$ cat src/rtl/iobuf_hdx_pkg.sv
// Shared types and helpers for the half-duplex single-pad IOBUF controller.
package iobuf_hdx_pkg;

    localparam int unsigned StateW = 2;

    localparam logic [StateW-1:0] EncIdle    = 2'd0;
    localparam logic [StateW-1:0] EncTxShift = 2'd1;
    localparam logic [StateW-1:0] EncTurn    = 2'd2;
    localparam logic [StateW-1:0] EncRxShift = 2'd3;

    typedef enum logic [StateW-1:0] {
        StIdle    = EncIdle,
        StTxShift = EncTxShift,
        StTurn    = EncTurn,
        StRxShift = EncRxShift
    } hdx_state_e;

    // Counter width for a counter running 0..n-1, never narrower than 1 bit.
    function automatic int unsigned cnt_w(input int unsigned n);
        return (n > 1) ? $clog2(n) : 1;
    endfunction

endpackage

$ cat src/rtl/iobuf_hdx_bitclk.sv
// Bit timing for iobuf_hdx_ctrl: per-bit divider and bit counter, both held at zero while idle.
module iobuf_hdx_bitclk
    import iobuf_hdx_pkg::*;
#(
    parameter int unsigned DATA_W  = 8,
    parameter int unsigned CLK_DIV = 4
) (
    input  logic clk_i,
    input  logic rst_i,
    input  logic run_i,
    output logic bit_start_o,
    output logic sample_pt_o,
    output logic last_bit_o
);

    localparam int unsigned DivW = cnt_w(CLK_DIV);
    localparam int unsigned BitW = cnt_w(DATA_W);

    localparam logic [DivW-1:0] DivLast   = DivW'(CLK_DIV - 1);
    localparam logic [DivW-1:0] DivSample = DivW'(CLK_DIV / 2);
    localparam logic [BitW-1:0] BitLast   = BitW'(DATA_W - 1);

    logic [DivW-1:0] div_q, div_d;
    logic [BitW-1:0] bit_q, bit_d;

    always_comb begin
        div_d = '0;
        bit_d = '0;
        if (run_i) begin
            if (div_q == DivLast) begin
                div_d = '0;
                bit_d = (bit_q == BitLast) ? '0 : bit_q + BitW'(1);
            end else begin
                div_d = div_q + DivW'(1);
                bit_d = bit_q;
            end
        end
    end

    always_ff @(posedge clk_i) begin
        if (rst_i) begin
            div_q <= '0;
            bit_q <= '0;
        end else begin
            div_q <= div_d;
            bit_q <= bit_d;
        end
    end

    // bit_start: the edge closing this cycle opens the next bit window.
    assign bit_start_o = run_i && (div_q == DivLast);
    assign sample_pt_o = run_i && (div_q == DivSample);
    assign last_bit_o  = (bit_q == BitLast);

endmodule

$ cat src/rtl/iobuf_hdx_ctrl.sv
// Half-duplex serial controller for one IOBUF pad: LSB-first TX with turnaround, or RX capture.
// Define IOBUF_HDX_SYNC_EN to pass PAD_O through a 2-flop synchronizer (requires CLK_DIV >= 4).
module iobuf_hdx_ctrl
    import iobuf_hdx_pkg::*;
#(
    parameter int unsigned DATA_W   = 8,
    parameter int unsigned CLK_DIV  = 4,
    parameter int unsigned TURN_CYC = 2
) (
    input  logic              C,
    input  logic              R,
    input  logic              TX_VALID,
    output logic              TX_READY,
    input  logic [DATA_W-1:0] TX_DATA,
    input  logic              RX_REQ,
    output logic              RX_VALID,
    output logic [DATA_W-1:0] RX_DATA,
    output logic              BUSY,
    output logic              PAD_I,
    output logic              PAD_T,
    input  logic              PAD_O
);

    localparam int unsigned TurnW = cnt_w(TURN_CYC);
    localparam logic [TurnW-1:0] TurnLast = TurnW'(TURN_CYC - 1);

    hdx_state_e        state_q, state_d;
    logic [DATA_W-1:0] sh_q, sh_d;
    logic [DATA_W-1:0] rx_data_q, rx_data_d;
    logic [TurnW-1:0]  turn_q, turn_d;
    logic              pad_i_q, pad_i_d;
    logic              pad_t_q, busy_q, rx_valid_q, rx_valid_d;
    logic              bit_start, sample_pt, last_bit, line;

`ifdef IOBUF_HDX_SYNC_EN
    // Reset to the released-line level; sampling at the same divider count
    // therefore looks at the line two edges further back.
    logic [1:0] sync_q;
    always_ff @(posedge C) begin
        if (R) sync_q <= 2'b11;
        else   sync_q <= {sync_q[0], PAD_O};
    end
    assign line = sync_q[1];
`else
    assign line = PAD_O;
`endif

    iobuf_hdx_bitclk #(
        .DATA_W  (DATA_W),
        .CLK_DIV (CLK_DIV)
    ) u_bitclk (
        .clk_i       (C),
        .rst_i       (R),
        .run_i       ((state_q == StTxShift) || (state_q == StRxShift)),
        .bit_start_o (bit_start),
        .sample_pt_o (sample_pt),
        .last_bit_o  (last_bit)
    );

    always_comb begin
        state_d    = state_q;
        sh_d       = sh_q;
        pad_i_d    = pad_i_q;
        turn_d     = turn_q;
        rx_valid_d = 1'b0;
        rx_data_d  = rx_data_q;
        unique case (state_q)
            StIdle: begin
                if (TX_VALID) begin
                    state_d = StTxShift;
                    sh_d    = TX_DATA;
                    pad_i_d = TX_DATA[0];
                end else if (RX_REQ) begin
                    state_d = StRxShift;
                    sh_d    = '0;
                end
            end
            StTxShift: begin
                if (bit_start) begin
                    if (last_bit) begin
                        state_d = StTurn;
                        pad_i_d = 1'b0;
                        turn_d  = '0;
                    end else begin
                        sh_d    = sh_q >> 1;
                        pad_i_d = sh_d[0];
                    end
                end
            end
            StTurn: begin
                if (turn_q == TurnLast) state_d = StIdle;
                else                    turn_d  = turn_q + TurnW'(1);
            end
            StRxShift: begin
                if (sample_pt) sh_d = DATA_W'({line, sh_q} >> 1);
                if (bit_start && last_bit) begin
                    state_d    = StIdle;
                    rx_valid_d = 1'b1;
                    rx_data_d  = sh_d;
                end
            end
            default: state_d = StIdle;
        endcase
    end

    always_ff @(posedge C) begin
        if (R) begin
            state_q    <= StIdle;
            sh_q       <= '0;
            turn_q     <= '0;
            pad_i_q    <= 1'b0;
            pad_t_q    <= 1'b1;
            busy_q     <= 1'b0;
            rx_valid_q <= 1'b0;
            rx_data_q  <= '0;
        end else begin
            state_q    <= state_d;
            sh_q       <= sh_d;
            turn_q     <= turn_d;
            pad_i_q    <= pad_i_d;
            pad_t_q    <= (state_d != StTxShift);
            busy_q     <= (state_d != StIdle);
            rx_valid_q <= rx_valid_d;
            rx_data_q  <= rx_data_d;
        end
    end

    assign TX_READY = (state_q == StIdle) && !R;
    assign RX_VALID = rx_valid_q;
    assign RX_DATA  = rx_data_q;
    assign BUSY     = busy_q;
    assign PAD_I    = pad_i_q;
    assign PAD_T    = pad_t_q;

endmodule

$ cat config.mk
export PLATFORM = sky130hd
export DESIGN_NAME = iobuf_hdx_ctrl
export DESIGN_NICKNAME = d
export VERILOG_FILES = /design/src/rtl/iobuf_hdx_pkg.sv /design/src/rtl/iobuf_hdx_bitclk.sv /design/src/rtl/iobuf_hdx_ctrl.sv
export SDC_FILE = /design/constraint.sdc
export NUM_CORES = 1
export LEC_CHECK = 0
export CORE_ASPECT_RATIO = 1.25
export CORE_MARGIN = 2
export CORE_UTILIZATION = 52
export DETAILED_ROUTE_END_ITERATION = 12
export GPL_TIMING_DRIVEN = 1
export PLACE_DENSITY = 0.83
export SLEW_MARGIN = 20
export SYNTH_ARGS = -nofsm -noshare
export SYNTH_HDL_FRONTEND = slang
export SYNTH_SLANG_ARGS = --single-unit
export TNS_END_PERCENT = 20
$ cat constraint.sdc
create_clock -name C -period 1.8 [get_ports C]
set_clock_uncertainty 0.05 [all_clocks]
set_input_delay 0.27 -clock C [delete_from_list [all_inputs] [get_ports C]]
set_output_delay 0.27 -clock C [all_outputs]
set_load 0.01 [all_outputs]
==> impl_metrics.json, run 1 <==
{
  "status": "finished, final reports clean",
  "yosysTopAreaCell": "dfxtp_1",
  "netlist_area_um2": 1480,
  "clock.fmax_mhz": 581,
  "drt-initial-drc-count": 103,
  "cts_sinks": 28,
  "min_path_type": "flip-flop to flip-flop",
  "yosysWarnings": 0,
  "dr.pass1.iters": 4,
  "p_int_mw": 0.886,
  "path_buf_inv": 1,
  "pin_count": 26,
  "cpLargestDelayFamily": "compound AO/OA/AOI/OAI gates",
  "htreeDepth": 1,
  "synth_nets": 171,
  "syn-instance-count": 154,
  "cts-root-buf": "clkbuf_4",
  "power.switching_mw": 0.362,
  "grt_usage_pct": 23.9,
  "synthArstFlopShare_pct": 0,
  "wl_per_cell_um": 17.4,
  "cts_tree": "done",
  "cp-end-kind": "flip-flop",
  "drc": 0,
  "wl_mm": 3.79,
  "synth_seq_cells": 28,
  "synth_edf_count": 0,
  "cp.arrival_ns": 1.89,
  "grt_pass1_vias": 1360,
  "cp.required_ns": 1.97,
  "dieHeight_um": 63.7,
  "max_stage_delay_ns": 0.38,
  "final_cell_area_um2": 1850,
  "synth_commonest_cells": "dfxtp_1, nor2_1, nor3_1",
  "synth_flop_cell": "dfxtp_1",
  "max_cap_violations": 0,
  "clockBufferDepth": 2,
  "grt_remaining_overflow": 0,
  "place_area_um2": 1810,
  "min_period_over_period_pct": 95.6,
  "cpMaxStageDelayCell": "a222oi_1",
  "cts_buffers": 3,
  "clock_power_share_pct": 20.6,
  "p_seq_share_pct": 55.3,
  "p_per_area_nw_per_um2": 673,
  "hpwl_mm": 2.60,
  "grt_max_degree": 25,
  "crit_chain": "inv_1, ha_4, mux2_2, a222oi_1, a2111oi_2",
  "synth-seq-area-share_pct": 37.8,
  "fin_cells": 218,
  "start_util_pct": 54.8,
  "max-vdd-ir-drop_mv": 0.422,
  "nNetsFinal": 203,
  "row_count": 21,
  "area_growth_pct": 25.1,
  "finalMaxSlewViolations": 0,
  "dp.cells": 214,
  "setup_viol": 0,
  "antenna_cells": 0,
  "ys_types": 39,
  "p_leak_nw": 0.692,
  "relSlewSlack_pct": 75.2,
  "clk_latency_ns": 0.33,
  "synth_most_common_cell": "dfxtp_1",
  "syn_area_per_cell_um2": 9.63,
  "critPathMaxFanout": 8,
  "place.gp.congestion": 0.816,
  "comb_power_share_pct": 24.0,
  "via_count": 1385,
  "antenna_found_initial": 0,
  "grt_pass1_wl_mm": 6.02,
  "synth_top_area_share_pct": 37.8,
  "die_w_um": 51.8,
  "vias_per_cell": 6.35,
  "swShare_pct": 29.0,
  "rsz0062_at_grt": "yes",
  "portBuffers": 25,
  "fin_util_pct": 68.5,
  "path_clk_slew_ns": 0.14,
  "core_um2": 2710,
  "antenna_left": 0,
  "critPathKind": "flip-flop to flip-flop",
  "worst_slew_pin_slew_ns": 0.371,
  "synth_area_leaders": "dfxtp_1, mux2_2, a2111oi_2",
  "cp-start-kind": "flip-flop",
  "die-area_um2": 3300,
  "drive_gt1_share_pct": 20.7,
  "finalHoldViolCount": 0,
  "finalCriticalPeriod_ns": 1.72
}
==> per-stage QoR <==
step | total power, mW | hold WS, ns | worst slack, ns | setup TNS, ns
2_1_floorplan | 0.896 | 0.297 | 0.150 | 0
3_3_place_gp | 0.981 | 0.389 | 0.00952 | 0
3_5_place_dp | 0.995 | 0.405 | -0.0713 | -0.245
4_1_cts | 1.25 | 0.425 | 0.00393 | 0
5_1_grt | 1.31 | 0.447 | -0.00105 | -0.00105
6_report | 1.25 | 0.427 | 0.0798 | 0
==> worst reg2reg max path, delay by kind of cell (launching register included) <==
| family | cells | cell delay [ns] |
|---|---|---|
| adders and majority gates | 1 | 0.23 |
| buffers and inverters | 1 | 0.10 |
| muxes | 1 | 0.37 |
| AOI/OAI and AO/OA | 2 | 0.50 |
| DFF | 1 | 0.36 |
==> layout make-up <==
type	count	area [um2]
sequential	28	561
tap	34	42.5
fill	216	852
multi-input combinational	106	830
inverter	5	18.8
clock buffer	3	22.5
timing repair buffer	42	380
==> cell families (layout without fill, tap and decap cells) <==
family | Yosys count | in the layout | share of synthesized area (%)
buffers and inverters | 20 | 50 | 7.26
DFF | 28 | 28 | 37.8
AOI/OAI and AO/OA | 36 | 36 | 23.1
and+or+nand+nor | 54 | 54 | 19.6
muxes | 12 | 12 | 8.86
adders and majority gates | 4 | 4 | 3.38
==> sequential cells by signal, summed over array words and instances (netlist names), 2 cells and up <==
signal / flops
RX_DATA: 8
sh_q: 8
state_q: 2
u_bitclk.bit_q: 3
u_bitclk.div_q: 2
==> cell usage in the layout (no fill, tap or decap), types with 2 or more instances in the layout <==
| cell type | netlist | routed |
|---|---|---|
| a222oi_1 | 6 | 6 |
| nor4_1 | 8 | 8 |
| inv_1 | 4 | 4 |
| ha_1 | 4 | 3 |
| a2111oi_2 | 5 | 5 |
| mux2_2 | 9 | 9 |
| nor2_1 | 14 | 14 |
| mux2i_1 | 3 | 3 |
| nand2b_1 | 2 | 2 |
| clkdlybuf4s50_1 | 0 | 24 |
| a2111oi_1 | 3 | 3 |
| a32oi_1 | 8 | 8 |
| dfxtp_1 | 28 | 28 |
| o21ai_0 | 2 | 2 |
| nor3_1 | 12 | 12 |
| clkbuf_4 | 0 | 3 |
| a21oi_1 | 4 | 4 |
| nor2b_1 | 9 | 8 |
| buf_4 | 5 | 17 |
==> power by group through the flow <==
stage / registers [mW] / logic, mW / clock network [mW]
6_report: 0.690 / 0.300 / 0.257
2_1_floorplan: 0.695 / 0.201 / 0
3_5_place_dp: 0.701 / 0.293 / 0
5_1_grt: 0.694 / 0.325 / 0.287
4_1_cts: 0.688 / 0.295 / 0.263
3_3_place_gp: 0.698 / 0.282 / 0
==> path summary, 6_finish.rpt <==
path | start | end | slack [ns] | depth (start not counted)
hold / removal | u_bitclk.div_q[0] | u_bitclk.div_q[0] | 0.43 | 1
setup / recovery | u_bitclk.div_q[0] | sh_q[3] | 0.08 | 5
setup reg to reg | u_bitclk.div_q[0] | sh_q[3] | 0.08 | 5
hold reg to reg | u_bitclk.div_q[0] | u_bitclk.div_q[0] | 0.43 | 1
==> timing repair <==
action                                  CTS  global route
cloned                                    0             0
setup buffers                             0             1
gates resized for setup                   1             3
endpoints found under the setup margin    7            15
hold buffers                              0             0
pin swaps                                 0             3
==> routing by layer <==
metal	track usage [%]	vias up	part of all wire (%)
li1	-	654	-
met1	30.4	665	43
met2	39.4	59	50
met3	3.32	7	5.5
met5	0	-	0
met4	10.2	0	1.5
(Power assumes the default switching activity.)
==> run 2: changes to the inputs <==
TNS_END_PERCENT = default   (was 20)
==> run 2 against run 1 <==
Net effect:
- sequential power about the same
- clock power about the same
- non-clock buffer count unchanged
- first-iteration DRC count down 4.9%
- sequential share of layout area about the same
- core utilization up 0.18 points
- via count up 1.4%
- hold slack worse by 0.045 ns
- die area unchanged
- cell area up 0.27%
- critical endpoint is now sh_q[2]
- largest cell class unchanged
==> impl_metrics.json, run 2 (synthesis gave the netlist of run 1 again) <==
{
  "status": "finished, final reports clean",
  "die_w_um": 51.8,
  "crit_chain": "inv_1, ha_4, mux2_2, a222oi_1, a2111oi_2",
  "grt_max_degree": 25,
  "row_count": 21,
  "max_cap_violations": 0,
  "clock_power_share_pct": 20.8,
  "antenna_cells": 0,
  "hpwl_mm": 2.60,
  "htreeDepth": 1,
  "dr.pass1.iters": 7,
  "vias_per_cell": 6.44,
  "min_path_type": "flip-flop to flip-flop",
  "grt_pass1_wl_mm": 6.02,
  "power.switching_mw": 0.364,
  "grt_remaining_overflow": 0,
  "clock.fmax_mhz": 584,
  "place_area_um2": 1810,
  "fin_cells": 218,
  "cp-start-kind": "flip-flop",
  "die-area_um2": 3300,
  "area_growth_pct": 25.4,
  "cp.depth": 5,
  "grt_pass1_vias": 1360,
  "cp.arrival_ns": 1.88,
  "rsz0062_at_grt": "no",
  "comb_power_share_pct": 24.1,
  "cts_buffers": 3,
  "mostFrequentLayoutCell": "dfxtp_1",
  "cts_tree": "done",
  "p_per_area_nw_per_um2": 673,
  "dieHeight_um": 63.7,
  "worst_slew_pin_slew_ns": 0.379,
  "cp-endpoint": "sh_q[2]",
  "critPathMaxFanout": 8,
  "place.gp.congestion": 0.816,
  "final_cell_area_um2": 1860,
  "antenna_left": 0,
  "cpLargestDelayFamily": "compound AO/OA/AOI/OAI gates",
  "start_util_pct": 54.8,
  "drive_gt1_share_pct": 21.2,
  "core_um2": 2710,
  "most-common-layout-cells": "dfxtp_1, clkdlybuf4s50_1, buf_4",
  "nNetsFinal": 203,
  "wl_per_cell_um": 17.5,
  "p_int_mw": 0.887,
  "cp-startpoint": "u_bitclk.div_q[0]",
  "max-vdd-ir-drop_mv": 0.429,
  "r2r_setup_slack_ns": 0.09,
  "finalHoldViolCount": 0,
  "cts_sinks": 28,
  "reg2reg_depth": 5,
  "r2r_start": "u_bitclk.div_q[0]",
  "fin_util_pct": 68.7,
  "cpMaxStageDelayCell": "mux2_2",
  "p_seq_share_pct": 55.1,
  "setup_viol": 0,
  "via_count": 1405,
  "wl_mm": 3.81,
  "path_buf_inv": 1,
  "clk_latency_ns": 0.34,
  "drt-initial-drc-count": 98,
  "cp-end-kind": "flip-flop",
  "min_period_over_period_pct": 95.1,
  "max_stage_delay_ns": 0.37,
  "drc": 0,
  "dp.cells": 214,
  "grt_usage_pct": 23.9,
  "r2r-end": "sh_q[2]",
  "finalCriticalPeriod_ns": 1.71,
  "clockBufferDepth": 2,
  "finalMaxSlewViolations": 0,
  "portBuffers": 25,
  "hold_slack_ns": 0.382,
  "relSlewSlack_pct": 74.8,
  "path_clk_slew_ns": 0.15,
  "pin_count": 26,
  "p_leak_nw": 0.694,
  "antenna_found_initial": 0,
  "cp.required_ns": 1.96,
  "swShare_pct": 29.1,
  "cts-root-buf": "clkbuf_4",
  "critPathKind": "flip-flop to flip-flop"
}
## run 2: changes by cell type in the layout (fill, tap and decap cells not counted)
cell	change
mux2_2	-1
mux2_4	+1
dfxtp_1	-1
dfxtp_2	+1
## run 2: worst register-to-register path: cells and delay by family (launching register included)
kind,cells,cell delay [ns]
AO/OA/AOI/OAI,2,0.50
adder cells (fa/ha/maj),1,0.22
buffers and inverters,1,0.09
flip-flops,1,0.36
multiplexers,1,0.37
## run 2: worst min-delay path by stage
| stage | start | end | cells after the start |
|---|---|---|---|
| after floorplan | R | sh_q[5] | 1 |
| after global placement | u_bitclk.div_q[0] | u_bitclk.div_q[0] | 1 |
| after detailed placement | u_bitclk.div_q[0] | u_bitclk.div_q[0] | 1 |
| after CTS | u_bitclk.div_q[0] | u_bitclk.div_q[0] | 1 |
| after global routing | u_bitclk.div_q[0] | u_bitclk.div_q[0] | 1 |
| final | u_bitclk.div_q[0] | u_bitclk.div_q[0] | 1 |
## run 2: power by group through the flow
stage | Clock (mW) | Combinational (mW) | Sequential [mW]
floorplan | 0 | 0.201 | 0.695
global placement | 0 | 0.282 | 0.698
detailed placement | 0 | 0.293 | 0.701
CTS | 0.263 | 0.295 | 0.688
global route | 0.289 | 0.327 | 0.695
finish | 0.260 | 0.301 | 0.690
## run 2: metrics by stage
| stage | TNS, ns | setup slack [ns] | power (mW) |
|---|---|---|---|
| after floorplan | 0 | 0.150 | 0.896 |
| after global placement | 0 | 0.00952 | 0.981 |
| after detailed placement | -0.245 | -0.0713 | 0.995 |
| after CTS | 0 | 0.00393 | 1.25 |
| after global routing | 0 | 0.00169 | 1.31 |
| final | 0 | 0.0883 | 1.25 |
## run 2: final cells by class
class | instances | area [um2]
fillers | 219 | 847
multi-input cells | 106 | 833
flip-flops and latches | 28 | 562
repair buffers | 42 | 380
well taps | 34 | 42.5
clock buffers | 3 | 22.5
inverters | 5 | 18.8
## run 2: metal layers
metal | share of wire (%) | wire length, um | up-vias | track usage (%)
met5 | 0 | 0 | - | 0
met1 | 43 | 1630 | 661 | 30.4
met3 | 6.1 | 234 | 9 | 3.32
met4 | 1.9 | 74 | 0 | 10.2
met2 | 49 | 1870 | 75 | 39.4
li1 | - | - | 660 | -
## run 2: repair_timing
| item | 4_1_cts | 5_1_grt |
|---|---|---|
| pin swaps | 0 | 4 |
| hold buffers | 0 | 0 |
| resized for setup | 1 | 5 |
| buffers inserted | 0 | 1 |
| endpoints found under the setup margin | 7 | 15 |
==> run 3: changes to the inputs <==
CORE_MARGIN = default   (was 2)
RECOVER_POWER = 100   (was default)
==> run 3 against run 2 <==
Net effect:
- setup slack worse by 0.016 ns
- clock power about the same
- non-clock buffer count is 1 lower
- via count shrank 2.1%
- routed wire length is 2.8% lower
- critical endpoint is now sh_q[6]
==> impl_metrics.json, run 3 (synthesis gave the netlist of run 1 again) <==
{
  "fin_tns_setup_ns": 0,
  "rsz0062_at_grt": "no",
  "cts_sinks": 28,
  "cts-root-buf": "clkbuf_4",
  "antenna_left": 0,
  "hpwl_mm": 2.60,
  "place.gp.congestion": 0.845,
  "place_area_um2": 1800,
  "drive_gt1_share_pct": 18.6,
  "drt-initial-drc-count": 98,
  "min_path_type": "flip-flop to flip-flop",
  "area_growth_pct": 23.3,
  "grt_pass1_vias": 1275,
  "dr.pass1.iters": 4,
  "cts_tree": "done",
  "wl_per_cell_um": 17.0,
  "cp.required_ns": 1.96,
  "critPathMaxFanout": 5,
  "final_cell_area_um2": 1830,
  "hold_slack_ns": 0.418,
  "row_count": 21,
  "nNetsFinal": 202,
  "cp-start-kind": "flip-flop",
  "clk_latency_ns": 0.33,
  "critPathKind": "flip-flop to flip-flop",
  "dieHeight_um": 61.7,
  "antenna_found_initial": 0,
  "portBuffers": 25,
  "clockBufferDepth": 2,
  "grt_pass1_wl_mm": 5.76,
  "finalHoldViolCount": 0,
  "path_clk_slew_ns": 0.14,
  "regArea_um2": 561,
  "min_period_over_period_pct": 96.0,
  "relSlewSlack_pct": 65.3,
  "cts_hold_buf": 0,
  "start_util_pct": 54.8,
  "cp-end-kind": "flip-flop",
  "htreeDepth": 1,
  "die-area_um2": 3070,
  "via_count": 1375,
  "pin_count": 26,
  "grt_remaining_overflow": 0,
  "cts_buffers": 3,
  "finalMaxSlewViolations": 0,
  "grt_max_degree": 25,
  "core_um2": 2710,
  "die_w_um": 49.8,
  "grt_usage_pct": 24.9,
  "multi_input_area_um2": 825,
  "drc": 0,
  "setup_viol": 0,
  "wl_mm": 3.70,
  "status": "finished, final reports clean",
  "finalCriticalPeriod_ns": 1.73,
  "mostFrequentLayoutCell": "dfxtp_1",
  "p_leak_nw": 0.698,
  "p_per_area_nw_per_um2": 676,
  "vias_per_cell": 6.34,
  "most-common-layout-cells": "dfxtp_1, nor2_1, dlygate4sd3_1, buf_4, nor3_1",
  "fillers": 220,
  "max-vdd-ir-drop_mv": 0.520,
  "worst_slew_pin_slew_ns": 0.520,
  "antenna_cells": 0,
  "cp.arrival_ns": 1.89,
  "clock.fmax_mhz": 579,
  "max_cap_violations": 0
}
run 3: cell count changes in the layout (fill, tap and decap cells not counted), sizes merged:
cell,before,now
clkdlybuf4s50,24,11
dlygate4sd3,0,13
buf,17,13
clkbuf,3,6
dlygate4sd2,0,1
dlymetal6s2s,1,0
run 3: power breakdown:
part           internal, mW  switching [mW]
registers             0.655          0.0328
clock network        0.0787           0.179
logic                 0.145           0.145
total                 0.879           0.357
run 3: final timing paths:
| check | slack, ns | depth (start not counted) | start | to |
|---|---|---|---|---|
| min reg2reg | 0.42 | 1 | u_bitclk.div_q[0] | u_bitclk.div_q[0] |
| max | 0.07 | 6 | u_bitclk.bit_q[0] | sh_q[6] |
| min | 0.42 | 1 | u_bitclk.div_q[0] | u_bitclk.div_q[0] |
| max reg2reg | 0.07 | 6 | u_bitclk.bit_q[0] | sh_q[6] |
run 3: metal layers:
metal  GRT usage [%]  vias to the layer above  part of all wire [%]
met5               0                        -                     0
met4            11.8                        0                   1.1
met3            3.65                        5                   5.9
met2            43.6                       66                    50
met1            30.4                      645                    43
li1                -                      659                     -
run 3: what timing repair did:
| item | 4_1_cts | 5_1_grt |
|---|---|---|
| resized for setup | 3 | 2 |
| pin swaps | 0 | 2 |
| endpoints found under the setup margin | 5 | 8 |
| setup buffers | 0 | 1 |
run 3: layout make-up:
| class | count | share of cell area [%] |
|---|---|---|
| multi-input combinational | 106 | 45.1 |
| clock buffer | 3 | 1.23 |
| sequential | 28 | 30.7 |
| tap | 34 | 2.33 |
| inverter | 5 | 1.03 |
| timing repair buffer | 41 | 19.6 |
run 3: through the flow:
stage / total power, mW / cells / worst slack, ns / util, %
3_3_place_gp: 0.984 / 213 / 0.0123 / 66.5
3_5_place_dp: 0.997 / 213 / -0.0916 / 66.5
5_1_grt: 1.30 / 217 / 0.00103 / 67.5
2_1_floorplan: 0.896 / 154 / 0.150 / -
6_report: 1.24 / 217 / 0.0720 / 67.5
4_1_cts: 1.25 / 216 / 0.0646 / 67.5
run 3: worst max-delay path, cell delays in order (launching register included):
cell	delay, ns
dfxtp_1	0.36
ha_1	0.21
ha_2	0.20
nor2b_2	0.18
buf_4	0.16
nor4_1	0.04
a2111oi_1	0.41
